## config.mk

```make
export PLATFORM = sky130hd
export DESIGN_NAME = dnn_mem_loader_fix15
export DESIGN_NICKNAME = d
export VERILOG_FILES = /design/src/rtl/dnn_pkg.sv /design/src/rtl/dnn_mem_loader_fix15.sv
export SDC_FILE = /design/constraint.sdc
export NUM_CORES = 1
export LEC_CHECK = 0
export ABC_AREA = 1
export BUFFER_PORTS_ARGS = -buffer_cell sky130_fd_sc_hd__buf_2
export CORE_ASPECT_RATIO = 1.75
export CORE_UTILIZATION = 30
export CTS_CLUSTER_DIAMETER = 60
export CTS_CLUSTER_SIZE = 28
export DETAILED_ROUTE_END_ITERATION = 10
export PLACE_DENSITY = 0.48
export SYNTH_ARGS = -nofsm -noshare
export SYNTH_HDL_FRONTEND = slang
export SYNTH_SLANG_ARGS = --single-unit
```

## constraint.sdc

```tcl
create_clock -name clk -period 2.5 [get_ports clk]
set_input_delay 0.25 -clock clk [delete_from_list [all_inputs] [get_ports clk]]
set_output_delay 0.25 -clock clk [all_outputs]
set_load 0.02 [all_outputs]
```

## src/rtl/dnn_pkg.sv

```systemverilog
// Shared DNN accelerator definitions: loader FSM states and the on-chip memory map.
package dnn_pkg;

  typedef enum logic [1:0] {
    ST_IDLE = 2'd0,
    ST_LOAD = 2'd1,
    ST_DONE = 2'd2,
    ST_ERR  = 2'd3
  } state_e;

  // Region base addresses in the 17-bit parameter memory.
  localparam logic [16:0] ADDR_BASE_A      = 17'h00000;
  localparam logic [16:0] ADDR_BASE_W      = 17'h00191;
  localparam logic [16:0] ADDR_BASE_LUT_L1 = 17'h029BE;
  localparam logic [16:0] ADDR_BASE_LUT_L2 = 17'h0A9BE;

  // Layer-2 constant-one bias input, 1.0 with 13 fractional bits.
  localparam logic signed [14:0] L2_ONE_BIAS_VAL = 15'sd8192;

endpackage

```

## src/rtl/dnn_mem_loader_fix15.sv

```systemverilog
// Streams words from a valid/ready source into a contiguous memory region,
// checking region bounds and stream length, and keeping a running checksum.
module dnn_mem_loader_fix15
  import dnn_pkg::*;
#(
  parameter int DATA_WIDTH = 15,
  parameter int ADDR_WIDTH = 17
) (
  input  logic                         clk,
  input  logic                         rst,
  input  logic                         start,
  input  logic [ADDR_WIDTH-1:0]        load_base,
  input  logic [ADDR_WIDTH-1:0]        load_len,
  input  logic                         in_valid,
  output logic                         in_ready,
  input  logic signed [DATA_WIDTH-1:0] in_data,
  input  logic                         in_last,
  output logic                         mem_we,
  output logic [ADDR_WIDTH-1:0]        mem_addr,
  output logic signed [DATA_WIDTH-1:0] mem_data,
  output logic                         busy,
  output logic                         done,
  output logic                         error,
  output logic [15:0]                  checksum
);

  localparam logic [ADDR_WIDTH:0]   ADDR_SPAN = {1'b1, {ADDR_WIDTH{1'b0}}};
  localparam logic [ADDR_WIDTH-1:0] ONE       = ADDR_WIDTH'(1);

  state_e                  state_q, state_d;
  logic [ADDR_WIDTH-1:0]   base_q, base_d;
  logic [ADDR_WIDTH-1:0]   len_q, len_d;
  logic [ADDR_WIDTH-1:0]   count_q, count_d;
  logic [15:0]             cks_q, cks_d;
  logic                    we_q, we_d;
  logic [ADDR_WIDTH-1:0]   addr_q, addr_d;
  logic [DATA_WIDTH-1:0]   data_q, data_d;
  logic [ADDR_WIDTH:0]     end_addr;
  logic                    xfer;

  assign end_addr = {1'b0, load_base} + {1'b0, load_len};
  assign xfer     = (state_q == ST_LOAD) && in_valid;

  // NOTE: every signal written here gets a default first, so no path leaves a latch.
  always_comb begin
    state_d = state_q;
    base_d  = base_q;
    len_d   = len_q;
    count_d = count_q;
    cks_d   = cks_q;
    we_d    = 1'b0;
    addr_d  = addr_q;
    data_d  = data_q;

    if (state_q == ST_LOAD) begin
      if (xfer) begin
        we_d    = 1'b1;
        addr_d  = base_q + count_q;
        data_d  = in_data;
        cks_d   = cks_q + 16'(in_data);
        count_d = count_q + ONE;
        // The final expected word decides the outcome; an earlier last is a short stream.
        if (count_q + ONE == len_q) begin
          state_d = in_last ? ST_DONE : ST_ERR;
        end else if (in_last) begin
          state_d = ST_ERR;
        end
      end
    end else if (start) begin
      base_d  = load_base;
      len_d   = load_len;
      count_d = '0;
      cks_d   = '0;
      if (load_len == '0) begin
        state_d = ST_DONE;
      end else if (end_addr > ADDR_SPAN) begin
        state_d = ST_ERR;
      end else begin
        state_d = ST_LOAD;
      end
    end
  end

  // NOTE: state registers use non-blocking assignments; every register, including
  // the write pipeline, is cleared by reset so an in-flight write is dropped.
  always_ff @(posedge clk or negedge rst) begin
    if (!rst) begin
      state_q <= ST_IDLE;
      base_q  <= '0;
      len_q   <= '0;
      count_q <= '0;
      cks_q   <= '0;
      we_q    <= 1'b0;
      addr_q  <= '0;
      data_q  <= '0;
    end else begin
      state_q <= state_d;
      base_q  <= base_d;
      len_q   <= len_d;
      count_q <= count_d;
      cks_q   <= cks_d;
      we_q    <= we_d;
      addr_q  <= addr_d;
      data_q  <= data_d;
    end
  end

  // Terminal flags wait for the trailing write so the checksum is final when they rise.
  assign in_ready = (state_q == ST_LOAD);
  assign busy     = (state_q == ST_LOAD) || we_q;
  assign done     = (state_q == ST_DONE) && !we_q;
  assign error    = (state_q == ST_ERR)  && !we_q;
  assign mem_we   = we_q;
  assign mem_addr = addr_q;
  assign mem_data = data_q;
  assign checksum = cks_q;

endmodule

```

Yosys cells after proc, flatten, opt, wreduce, memory -nomap -nowiden
Cells that the tools add are included.
W data, S select, Z words.
- register bits: 102
- output and inout port bits: 53
- input bits: 54
- multiplexer cells: 16
- reductions and logical operators: 11
- $add $sub $neg: 4
- bitwise operators: 1
- equality and inequality tests: 6
- $lt $le $gt $ge: 1
- operators with widths (kind ; count):
    $mux W17 ; 3
    $mux W16 ; 3
    $add A17 B17 Y18 ; 1
    $gt A18 B18 Y1 const B ; 1
    $add A17 B1 Y17 const B ; 1
    $add A17 B17 Y17 ; 1
    $eq A17 B17 Y1 ; 1
    $logic_not A17 Y1 ; 1
    $add A16 B16 Y16 ; 1
    $mux W2 ; 7
    $reduce_and A2 Y1 ; 3
    $eq A2 B2 Y1 const B ; 2
    $logic_and A1 B1 Y1 ; 3
    $mux W1 ; 3
    $ne A3 B1 Y1 const B ; 1
    $reduce_and A3 Y1 ; 1
    $eq A2 B1 Y1 const B ; 1
    $ne A2 B1 Y1 const B ; 1
    $reduce_bool A2 Y1 ; 1
    $logic_not A1 Y1 ; 1
    $logic_or A1 B1 Y1 ; 1
    $not A1 Y1 ; 1

Depth between registers and ports, before layout
- word-level depth: 6
- depth in mapped cells: 20
- mapped depth without buffers: 20

Worst setup path before layout
Ideal clock, no wire load.
- path kind: reg2reg
- start point: register count_q[0]
- end point: register addr_q[12], in the netlist mem_addr[12]
- path slack: 0.414 ns
- cell stages (with the launch flop): 14
- setup time: 0.066 ns
- path buffers: 0
- arrival: 2.021 ns
- cells stage by stage: dfrtp_1 ha_1 inv_1 fa_1 o21ai_1 a21oi_1 o21ai_1 nand2_1 nand2_1 nand2_1 nand2_1 nor2_1 nand3b_1 nand2_1
- cells in the longest elaborated chain, start to end: 1
- RTL lines (what ; RTL line ; RTL):
    from (decl) ; dnn_mem_loader_fix15.sv:33 ; logic [ADDR_WIDTH-1:0] count_q, count_d;
    from (signal assigned) ; dnn_mem_loader_fix15.sv:100 ; count_q <= count_d;
    $add A17 B17 Y17 ; dnn_mem_loader_fix15.sv:58 ; addr_d = base_q + count_q;
    to (signal assigned) ; dnn_mem_loader_fix15.sv:103 ; addr_q <= addr_d;
    to (decl) ; dnn_mem_loader_fix15.sv:36 ; logic [ADDR_WIDTH-1:0] addr_q, addr_d;
Every way passes these cells.
A chain may end at the register's enable or synchronous reset.

Worst setup path after layout
Ends and elaborated chain as after synthesis.

==> impl_metrics.json <==
{
  "n_antenna_cell": 0,
  "cts_htree_levels": 3,
  "maxSlewHeadroom_pct": 61.3,
  "r2r_start": "count_q[0]",
  "cts.sinks": 102,
  "combPwrFrac_pct": 47.2,
  "finalSetupViolations": 0,
  "critPathLaunch": "count_q[0]",
  "yosysTopAreaCell": "dfrtp_1",
  "hold_viol": 0,
  "synth_top_cells_by_count": "327 x nand2_1, 103 x inv_1, 102 x dfrtp_1",
  "core_area_sq_mm": 0.0227,
  "yosys.area_share.simple_pct": 30.6,
  "ys_seq_area_share_pct": 36.8,
  "start_util_pct": 30.5,
  "numPlacedInstances": 1368,
  "drt-total-wl_um": 20700,
  "power-per-cell-area_mw_per_mm2": 964,
  "r2r-end": "mem_addr[12]",
  "synthMuxAreaShare_pct": 2.59,
  "core.rowCount": 73,
  "fmax_ghz": 0.435,
  "clockBufferDepth": 2,
  "synth_most_common_cell": "nand2_1",
  "synth_area_leaders": "dfrtp_1 37%, nand2_1 18%, ha_1 8.8%",
  "startpoint_type": "register",
  "syn_to_final_growth_pct": 19.4,
  "final_area_sq_mm": 0.00829,
  "vdd_drop_max_mv": 0.397,
  "grt_start_max_net_pins": 51,
  "rrSetupSlack_ns": 0.20,
  "endpoint_kind": "register",
  "clkPwrFrac_pct": 18.3,
  "drive_gt1_share_pct": 16.9,
  "switching_share_pct": 43.5,
  "fin_crit_sh_pct": 91.9,
  "netlist_area_sq_mm": 0.00695,
  "status": "complete, no violations",
  "ys_ff_latch": 102,
  "path_cells": "ha_1, inv_1, fa_1, o21ai_2, a21oi_1, o21ai_2, nand2_1, nand2_1, nand2_1, nand2_1, nor2_1, nand3b_1, nand2_1",
  "tns_ns": 0,
  "yosysTopAreaCellShare_pct": 36.8,
  "internal-power_mw": 4.52,
  "synth-compound-area-share_pct": 11.3,
  "rsz0062_at_grt": "false",
  "initialDrtViolationCount": 261,
  "syn_inst": 958,
  "reg2reg_depth": 13,
  "worstPathRequired_ns": 2.80,
  "slowest_stage": "dfrtp_1",
  "clk_transition_reported_paths_ns": 0.07,
  "avgSynthCellArea_sq_um": 7.25,
  "max_stage_delay_ns": 0.44,
  "synth-xor-area-share_pct": 2.27,
  "first_pass_iters": 6,
  "cts_buffers": 9,
  "nFillCells": 2479,
  "via_per_inst": 4.73,
  "synth-edff-count": 0,
  "cp_max_fo": 6,
  "wl_per_cell_um": 14.9,
  "synth_fa_ha_area_share_pct": 9.69,
  "async_reset_ff_share_pct": 100,
  "yosysWarnings": 0,
  "io_pins": 107,
  "multi_input_area_sq_mm": 0.00393,
  "place_congestion": 0.893,
  "cap_viol_max_count": 0,
  "synth.distinct_cells": 44,
  "drc_errors": 0,
  "power.leakage_nw": 4.37,
  "synth_top_family_by_area": "simple AND/OR/NAND/NOR gates",
  "crit_type": "reg2reg",
  "cpMostUsedCell": "nand2_1",
  "vias": 6557,
  "ant_nets": 0,
  "finalCriticalPeriod_ns": 2.30,
  "cts_tree": "done",
  "antenna_found_initial": 0,
  "seqCellArea_sq_mm": 0.00255,
  "grt_pass1_vias": 6600,
  "critical_path_arrival_ns": 2.60,
  "io_buffers": 106,
  "p_sw_mw": 3.47,
  "tightestPinTransition_ns": 0.581,
  "placed_area_sq_mm": 0.00797,
  "drv_slew": 0,
  "grt_overflow": 0,
  "place.detailed.hpwl_um": 16700,
  "grt.total_usage_pct": 18.4,
  "die_area_sq_mm": 0.0238,
  "synth_nets": 1064,
  "worstHoldPathType": "in2reg",
  "cts_root_buf": "clkbuf_16",
  "die_h_um": 203,
  "die_x_um": 117,
  "endpoint": "mem_addr[12]",
  "fin_nets": 1186,
  "p_seq_share_pct": 34.4,
  "synthFlopType": "dfrtp_1",
  "clock_skew_ns": 0.00510,
  "grt_pass1_wl_um": 33000,
  "instances_no_fill": 1385,
  "clkLatencyLatePin_ns": 0.36
}
-- per-layer routing --
metal / vias to the layer above / track usage, % / wire [um]
met2: 113 / 36.1 / 11500
met5: - / 0 / 0
met3: 41 / 1.69 / 412
met1: 3024 / 18.8 / 8010
li1: 3379 / - / -
met4: 0 / 8.86 / 716
-- timing repair --
action                                  CTS  global route
hold buffers                              1             0
buffers inserted                          0             0
resized for setup                         0             4
endpoints found under the setup margin    0             5
hold endpoints to repair                 37             0
-- per-stage QoR --
stage          total power [mW]  setup slack [ns]  hold WS [ns]  util, %
2_1_floorplan              5.27             0.414       -0.0456        -
3_3_place_gp               6.57             0.133         0.277     35.0
3_5_place_dp               6.59            0.0896         0.285     35.0
4_1_cts                    8.11            0.0767        0.0924     36.4
5_1_grt                    8.69           0.00951         0.110     36.5
6_report                   7.99             0.203         0.106     36.5
-- flip-flops by register name, indices dropped and copies added, names as in the netlist --
name,count
base_q,17
count_q,17
len_q,17
mem_addr,17
checksum,16
mem_data,15
state_q,2
mem_we,1
-- how the worst min path moves through the flow --
stage	cells past startpoint	from	to	slack [ns]
2_1_floorplan	0	rst	base_q[0]	-0.05
3_3_place_gp	1	rst	base_q[3]	0.28
3_5_place_dp	1	rst	base_q[3]	0.28
4_1_cts	3	in_data[13]	mem_data[13]	0.09
5_1_grt	3	in_data[12]	mem_data[12]	0.11
6_report	3	in_data[13]	mem_data[13]	0.11
-- cell usage in the layout, fill, tap and decap left out, types with 16 or more instances in the layout --
master / n
nor2_1: 66
o21ai_0: 50
mux2_2: 16
buf_4: 19
a21oi_1: 45
nand4_1: 16
ha_1: 49
dfrtp_1: 102
nand3_1: 62
inv_1: 103
nand2_1: 326
buf_2: 105
-- area by class of cell --
class	count	area share, %
clock buffers	12	3.09
clock inverters	4	0.543
inverters	109	4.94
multi-input cells	731	47.4
flip-flops and latches	102	30.8
well taps	300	4.53
repair buffers	127	8.66
-- cell families (layout without fill, tap and decap cells) --
| logic type | count (synthesis) | in the layout |
|---|---|---|
| AOI/OAI and AO/OA | 140 | 140 |
| xor gates and xnor gates | 18 | 18 |
| adders and majority gates | 52 | 52 |
| buffers and inverters | 125 | 252 |
| DFF | 102 | 102 |
| muxes | 16 | 16 |
| and+or+nand+nor | 505 | 505 |
-- power groups by stage --
stage / logic (mW) / registers (mW) / clock network [mW]
after global placement: 3.80 / 2.77 / 0
after floorplan: 2.21 / 3.06 / 0
after detailed placement: 3.81 / 2.78 / 0
final: 3.77 / 2.75 / 1.46
after CTS: 3.83 / 2.75 / 1.52
after global routing: 4.28 / 2.84 / 1.56
-- worst max-delay path: cells and delay by family, from the launching register on --
kind | cells | cell delay [ns]
AOI/OAI and AO/OA | 3 | 0.58
adders and majority gates | 2 | 0.62
buffers and inverters | 1 | 0.05
DFF | 1 | 0.44
and+or+nand+nor | 7 | 0.55
Note: power is estimated with default switching activity, not from simulation.
